==> config.mk <==
export PLATFORM = sky130hd
export DESIGN_NAME = writeback_arbiter
export DESIGN_NICKNAME = d
export VERILOG_FILES = /design/src/rtl/cpu_pkg.sv /design/src/rtl/wb_fifo.sv /design/src/rtl/writeback_arbiter_chk.sv /design/src/rtl/writeback_arbiter.sv
export SDC_FILE = /design/constraint.sdc
export NUM_CORES = 1
export LEC_CHECK = 0
export CAP_MARGIN = 25
export CORE_MARGIN = 3
export CORE_UTILIZATION = 51
export DETAILED_ROUTE_END_ITERATION = 10
export PLACE_DENSITY_LB_ADDON = 0.12
export SLEW_MARGIN = 20
export SYNTH_ARGS = -nofsm -noshare
export SYNTH_HDL_FRONTEND = slang
export SYNTH_SLANG_ARGS = --single-unit
==> constraint.sdc <==
create_clock -name clk -period 3.4 [get_ports clk]
set_input_delay 1.02 -clock clk [delete_from_list [all_inputs] [get_ports clk]]
set_output_delay 1.02 -clock clk [all_outputs]
set_load 0.02 [all_outputs]
==> src/rtl/cpu_pkg.sv <==
// Shared CPU types for the register file writeback path.
//   reg_addr_t  : architectural register index (x0..x31)
//   word_t      : 32-bit data word
//   wb_entry_t  : one buffered writeback (destination + data)
//   REG_ZERO    : hard-wired zero register, never written
package cpu_pkg;

  typedef logic [4:0]  reg_addr_t;
  typedef logic [31:0] word_t;

  typedef struct packed {
    reg_addr_t addr;
    word_t     data;
  } wb_entry_t;

  localparam reg_addr_t REG_ZERO = 5'd0;

  // True for every register that may actually be written.
  function automatic logic is_writable(input reg_addr_t addr);
    return (addr != REG_ZERO);
  endfunction

endpackage

==> src/rtl/wb_fifo.sv <==
// In-order buffer of long-latency writeback entries.
// Ports:
//   clk_i, rst_ni          : clock, asynchronous active-low reset
//   push_i, push_data_i    : enqueue one entry (ignored when full)
//   pop_i                  : dequeue the head (ignored when empty)
//   pop_data_o             : current head entry
//   full_o, empty_o        : occupancy flags
//   count_o                : number of buffered entries
module wb_fifo
  import cpu_pkg::*;
#(
  parameter  int unsigned DEPTH = 2,
  localparam int unsigned AW    = $clog2(DEPTH),
  localparam int unsigned CW    = AW + 1
) (
  input  logic          clk_i,
  input  logic          rst_ni,
  input  logic          push_i,
  input  wb_entry_t     push_data_i,
  input  logic          pop_i,
  output wb_entry_t     pop_data_o,
  output logic          full_o,
  output logic          empty_o,
  output logic [CW-1:0] count_o
);

  localparam logic [AW-1:0] PTR_ONE   = AW'(1);
  localparam logic [CW-1:0] CNT_ONE   = CW'(1);
  localparam logic [CW-1:0] CNT_ZERO  = CW'(0);
  localparam logic [CW-1:0] CNT_FULL  = CW'(DEPTH);

  wb_entry_t     mem_q [DEPTH];
  logic [AW-1:0] wr_ptr_q, wr_ptr_d;
  logic [AW-1:0] rd_ptr_q, rd_ptr_d;
  logic [CW-1:0] count_q, count_d;
  logic          push_s, pop_s;

  assign full_o     = (count_q == CNT_FULL);
  assign empty_o    = (count_q == CNT_ZERO);
  assign count_o    = count_q;
  assign pop_data_o = mem_q[rd_ptr_q];

  assign push_s = push_i && !full_o;
  assign pop_s  = pop_i && !empty_o;

  // Pointer and occupancy next state; DEPTH is a power of two so pointers wrap naturally.
  always_comb begin
    wr_ptr_d = wr_ptr_q;
    rd_ptr_d = rd_ptr_q;
    count_d  = count_q;
    if (push_s) begin
      wr_ptr_d = wr_ptr_q + PTR_ONE;
    end else begin
      wr_ptr_d = wr_ptr_q;
    end
    if (pop_s) begin
      rd_ptr_d = rd_ptr_q + PTR_ONE;
    end else begin
      rd_ptr_d = rd_ptr_q;
    end
    case ({push_s, pop_s})
      2'b10:   count_d = count_q + CNT_ONE;
      2'b01:   count_d = count_q - CNT_ONE;
      default: count_d = count_q;
    endcase
  end

  // Pointer and occupancy registers.
  always_ff @(posedge clk_i or negedge rst_ni) begin
    if (!rst_ni) begin
      wr_ptr_q <= '0;
      rd_ptr_q <= '0;
      count_q  <= '0;
    end else begin
      wr_ptr_q <= wr_ptr_d;
      rd_ptr_q <= rd_ptr_d;
      count_q  <= count_d;
    end
  end

  // Entry storage; contents are only meaningful behind the pointers, so no reset.
  always_ff @(posedge clk_i) begin
    if (push_s) begin
      mem_q[wr_ptr_q] <= push_data_i;
    end
  end

endmodule

==> src/rtl/writeback_arbiter_chk.sv <==
// Protocol checks for writeback_arbiter.
// Ports: clk/rst, issue request, scoreboard state and this cycle's clear mask.
module writeback_arbiter_chk
  import cpu_pkg::*;
(
  input logic        clk,
  input logic        rst,
  input logic        issue_valid,
  input logic [4:0]  issue_waddr,
  input logic [31:0] sb_q,
  input logic [31:0] sb_clr
);

  // Issuing to a register whose long-latency write is still outstanding (and
  // not leaving this cycle) would let the older pop clear the newer pending bit.
  a_no_reissue_busy: assert property (@(posedge clk) disable iff (!rst)
    !(issue_valid && (issue_waddr != REG_ZERO) && sb_q[issue_waddr] && !sb_clr[issue_waddr]));

  // The zero register never shows as pending.
  a_sb_zero: assert property (@(posedge clk) disable iff (!rst) (sb_q[0] == 1'b0));

endmodule

==> src/rtl/writeback_arbiter.sv <==
// Single write-port arbiter for the register file.
// The pipeline writeback always wins; long-latency results are buffered in an
// in-order FIFO and drained on cycles the pipeline leaves free. A pending-write
// scoreboard tells the issue stage which registers still await a result.
// Ports:
//   clk, rst                      : clock, asynchronous active-low reset
//   pipe_wen/waddr/wdata          : pipeline writeback (no backpressure)
//   issue_valid/issue_waddr       : long-latency op issued (sets pending bit)
//   lu_valid/lu_ready/waddr/wdata : long-latency result handshake
//   query_addr_a/b, busy_a/b      : scoreboard lookups for issue operands
//   wen/waddr/wdata               : registered register file write port
//   fifo_count                    : buffered result count
module writeback_arbiter
  import cpu_pkg::*;
#(
  parameter  int unsigned FIFO_DEPTH = 2,
  localparam int unsigned CW         = $clog2(FIFO_DEPTH) + 1
) (
  input  logic          clk,
  input  logic          rst,
  input  logic          pipe_wen,
  input  logic [4:0]    pipe_waddr,
  input  logic [31:0]   pipe_wdata,
  input  logic          issue_valid,
  input  logic [4:0]    issue_waddr,
  input  logic          lu_valid,
  output logic          lu_ready,
  input  logic [4:0]    lu_waddr,
  input  logic [31:0]   lu_wdata,
  input  logic [4:0]    query_addr_a,
  input  logic [4:0]    query_addr_b,
  output logic          busy_a,
  output logic          busy_b,
  output logic          wen,
  output logic [4:0]    waddr,
  output logic [31:0]   wdata,
  output logic [CW-1:0] fifo_count
);

  logic          pipe_sel_s;
  logic          push_s, pop_s;
  logic          fifo_full_s, fifo_empty_s;
  wb_entry_t     push_entry_s, head_s;
  logic [31:0]   sb_q, sb_d, sb_set_s, sb_clr_s;
  logic          wen_q, wen_d;
  logic [4:0]    waddr_q, waddr_d;
  logic [31:0]   wdata_q, wdata_d;

  assign pipe_sel_s = pipe_wen && is_writable(pipe_waddr);
  // Ready depends only on reset and registered occupancy, never on lu_valid.
  assign lu_ready   = rst && !fifo_full_s;
  // Results for x0 complete the handshake but are dropped here.
  assign push_s     = lu_valid && lu_ready && is_writable(lu_waddr);
  assign pop_s      = !pipe_sel_s && !fifo_empty_s;

  assign push_entry_s.addr = lu_waddr;
  assign push_entry_s.data = lu_wdata;

  wb_fifo #(.DEPTH(FIFO_DEPTH)) u_fifo (
    .clk_i       (clk),
    .rst_ni      (rst),
    .push_i      (push_s),
    .push_data_i (push_entry_s),
    .pop_i       (pop_s),
    .pop_data_o  (head_s),
    .full_o      (fifo_full_s),
    .empty_o     (fifo_empty_s),
    .count_o     (fifo_count)
  );

  // Write-port source select; address/data hold when idle.
  always_comb begin
    wen_d    = 1'b0;
    waddr_d  = waddr_q;
    wdata_d  = wdata_q;
    sb_clr_s = 32'd0;
    if (pipe_sel_s) begin
      wen_d   = 1'b1;
      waddr_d = pipe_waddr;
      wdata_d = pipe_wdata;
    end else if (pop_s) begin
      wen_d   = 1'b1;
      waddr_d = head_s.addr;
      wdata_d = head_s.data;
      // Pending bit drops at the same edge the write appears on the port.
      sb_clr_s[head_s.addr] = 1'b1;
    end else begin
      wen_d = 1'b0;
    end
  end

  // Scoreboard next state: a same-cycle issue overrides the clear.
  always_comb begin
    sb_set_s = 32'd0;
    if (issue_valid && is_writable(issue_waddr)) begin
      sb_set_s[issue_waddr] = 1'b1;
    end else begin
      sb_set_s = 32'd0;
    end
    sb_d    = (sb_q & ~sb_clr_s) | sb_set_s;
    sb_d[0] = 1'b0;
  end

  // Output port and scoreboard registers.
  always_ff @(posedge clk or negedge rst) begin
    if (!rst) begin
      wen_q   <= 1'b0;
      waddr_q <= 5'd0;
      wdata_q <= 32'd0;
      sb_q    <= 32'd0;
    end else begin
      wen_q   <= wen_d;
      waddr_q <= waddr_d;
      wdata_q <= wdata_d;
      sb_q    <= sb_d;
    end
  end

  assign wen    = wen_q;
  assign waddr  = waddr_q;
  assign wdata  = wdata_q;
  assign busy_a = sb_q[query_addr_a];
  assign busy_b = sb_q[query_addr_b];

  writeback_arbiter_chk u_chk (
    .clk         (clk),
    .rst         (rst),
    .issue_valid (issue_valid),
    .issue_waddr (issue_waddr),
    .sb_q        (sb_q),
    .sb_clr      (sb_clr_s)
  );

endmodule
==> impl_metrics.yaml <==
sta:
  fin_crit_sh_pct: 96.9
  hold_viol: 0
  clock_skew_ps: 8.85
  fmax_mhz: 303
  tightest_slew_ps: 1040
  min_period_ps: 3300
  setup-violations-final: 0
  rsz0062_at_grt: "false"
  slew_headroom_pct: 30.2
  drv_slew: 0
drt:
  drc_errors: 0
  finalWirelength_um: 16800
  vias_per_cell: 5.68
  initialDrtViolationCount: 415
  num_vias: 5182
  ant_nets: 0
  firstDrtPassIters: 7
  wire_per_inst_um: 18.4
final_layout:
  area_delta_synth_final_pct: 33.9
  num-fill-cells: 988
  post_route_cells_drive_above_1_share_pct: 9.99
  final_area_mm2: 0.00891
  final_net_count: 823
  antenna_cells: 0
logic_synthesis:
  async_reset_ff_share_pct: 49.7
  synth_area_leaders: "edfxtp_1, dfrtp_1, mux2i_1"
  synthSimpleGateAreaFrac_pct: 12.3
  synth_compound_area_share_pct: 12.4
  syn_nets: 680
  syn-mean-instance-area_um2: 11.4
  ys.flop_type: "edfxtp_1"
  synth_fa_ha_area_share_pct: 0.188
  synth_top_family_by_area: "compound AO/OA/AOI/OAI gates"
  yosys_warnings: 0
  yosys.area_share.xor_xnor_pct: 0.658
  netlist_instances: 585
  synth_top_area_share_pct: 33.4
  synth_mux_area_share_pct: 10.5
  yosysSeqAreaShare_pct: 60.9
  synth.ff_latch_count: 147
  synth_edf_count: 74
  post-synth-top-area-cell: "edfxtp_1"
  ys_types: 39
  synth_area_mm2: 0.00665
critical_path:
  critPathCapture: "busy_a"
  setup.worst_path.start_class: "input port"
  cp-startpoint: "query_addr_a[1]"
  r2r-end: "sb_q[22]"
  r2r-start: "u_fifo.rd_ptr_q"
  worstPathMaxFanout: 7
  critical_path_class: "input port to primary output"
  cp.arrival_ps: 2280
  rrSetupSlack_ps: 1010
  reg2regPathDepth: 5
  critPathRequiredTime_ps: 2380
  end_kind: "primary output"
power:
  p_leak_nw: 3.57
  power_w: 0.00679
  ir_worst_vdd_uv: 386
  power_density_mw_per_mm2: 762
die:
  die-area_mm2: 0.0145
  initial_core_util_pct: 52.5
  core_mm2: 0.0127
  num_rows: 41
  fp.dieW_um: 120
  die_h_um: 120
  io_pins: 137
clocking:
  cts_buffers: 17
  clockBufferDepth: 2
  htree_num_levels: 4
  cts_tree: "built"
  root_buffer: "clkbuf_16"
  clk_pin_slew_worst_paths_ps: 50
  hold_buffers: 0
  cts.sinks: 147
  clock_latency_ps: 420
place:
  io_buffers: 136
  dp_hpwl_um: 11800
  place_area_mm2: 0.00831
  gp_congestion: 0.896
global_routing:
  grt_max_degree: 52
  grt_overflow: 0
  grt_pass1_vias: 5274
  grt_pass1_wl_um: 26700
  track_usage_pct: 23.9
  antenna_found_initial: 0
status:
  outcome: "complete, no violations"
flow_run:
  max-cap-violations: 0
min_path:
  hold_depth: 2
  hold_class: "flip-flop to flip-flop"
==> worst max-delay path, cell delays in order <==
cell and delay [ps]:
clkdlybuf4s15_1 360, mux4_2 350, nand2b_1 160, o211ai_1 90, nand4_1 120, buf_4 170
==> cell usage after synthesis (4+ instances only) <==
cell	instances
nand2_1	99
edfxtp_1	74
dfrtp_1	73
mux2i_1	54
nor2_1	50
a21oi_1	43
o21ai_0	43
o41ai_1	27
clkbuf_1	22
nand3_1	12
inv_1	9
nand2b_1	9
a22oi_1	8
nor2b_1	7
mux4_2	6
buf_1	5
buf_2	5
buf_6	4
==> sequential cells by signal, summed over array words and instances, names as in the netlist <==
register	cells
wdata	32
u_fifo.rd_ptr_q	1
u_fifo.count_o	2
wen	1
u_fifo.mem_q	74
waddr	5
u_fifo.wr_ptr_q	1
sb_q	31
==> per-layer routing <==
metal | global-route usage, % | part of all wire [%]
met1 | 30.7 | 42
met2 | 39.3 | 50
met3 | 6.31 | 6.9
met4 | 8.50 | 1.8
met5 | 0 | 0
==> worst min-delay path by stage <==
| stage | from | slack, ps | endpoint |
|---|---|---|---|
| floorplan | u_fifo.wr_ptr_q | 470 | u_fifo.wr_ptr_q |
| global placement | sb_q[22] | 520 | sb_q[22] |
| detailed placement | sb_q[15] | 520 | sb_q[15] |
| CTS | sb_q[15] | 540 | sb_q[15] |
| global route | sb_q[3] | 570 | sb_q[3] |
| finish | sb_q[15] | 540 | sb_q[15] |
==> placed cells by master (no fill, tap or decap), drive strengths merged, types with 3 or more instances in the layout <==
cell type / instances
clkinv: 6
inv: 11
clkdlybuf4s50: 127
o41ai: 27
buf: 28
nor2: 50
dfrtp: 73
o21ai: 43
nand2b: 9
nand2: 99
a22oi: 8
clkinvlp: 3
mux2i: 54
mux4: 6
nor3: 3
or3: 3
nand3: 12
edfxtp: 74
nor2b: 7
xor2: 3
a21oi: 43
clkbuf: 20
==> cells by family after synthesis <==
family / count (synthesis)
muxes: 62
adders and majority gates: 1
AOI/OAI and AO/OA: 133
and+or+nand+nor: 192
DFF: 147
xor gates and xnor gates: 5
buffers and inverters: 45
==> cell type report <==
class | count | area, um^2 | share of cell area [%]
sequential | 147 | 4050 | 45.5
inverter | 9 | 33.8 | 0.379
tap | 172 | 215 | 2.42
clock buffer | 19 | 433 | 4.86
clock inverter | 13 | 135 | 1.52
multi-input combinational | 393 | 2430 | 27.3
timing repair buffer | 160 | 1610 | 18.1
==> stage by stage <==
step	TNS (ps)	worst slack, ps	util (%)	std cells	hold slack [ps]
2_1_floorplan	0	71.5	-	585	473
3_3_place_gp	-1330	-672	65.4	878	516
3_5_place_dp	-1430	-730	65.6	879	524
4_1_cts	0	14.5	70.0	911	536
5_1_grt	0	18.5	70.3	913	573
6_report	0	104	70.3	913	540
==> what timing repair did <==
action / in CTS / in global routing
gates resized for setup: 19 / 9
setup buffers: 0 / 1
endpoints found under the setup margin: 2 / 2
gates cloned: 0 / 1
==> power breakdown <==
group / leakage [nW] / internal, W / switching (W)
clock: 0.269 / 0.00108 / 0.000708
sequential: 1.54 / 0.00233 / 0.000374
combinational: 1.76 / 0.00104 / 0.00126
total: 3.57 / 0.00445 / 0.00235
(Power assumes the default switching activity.)
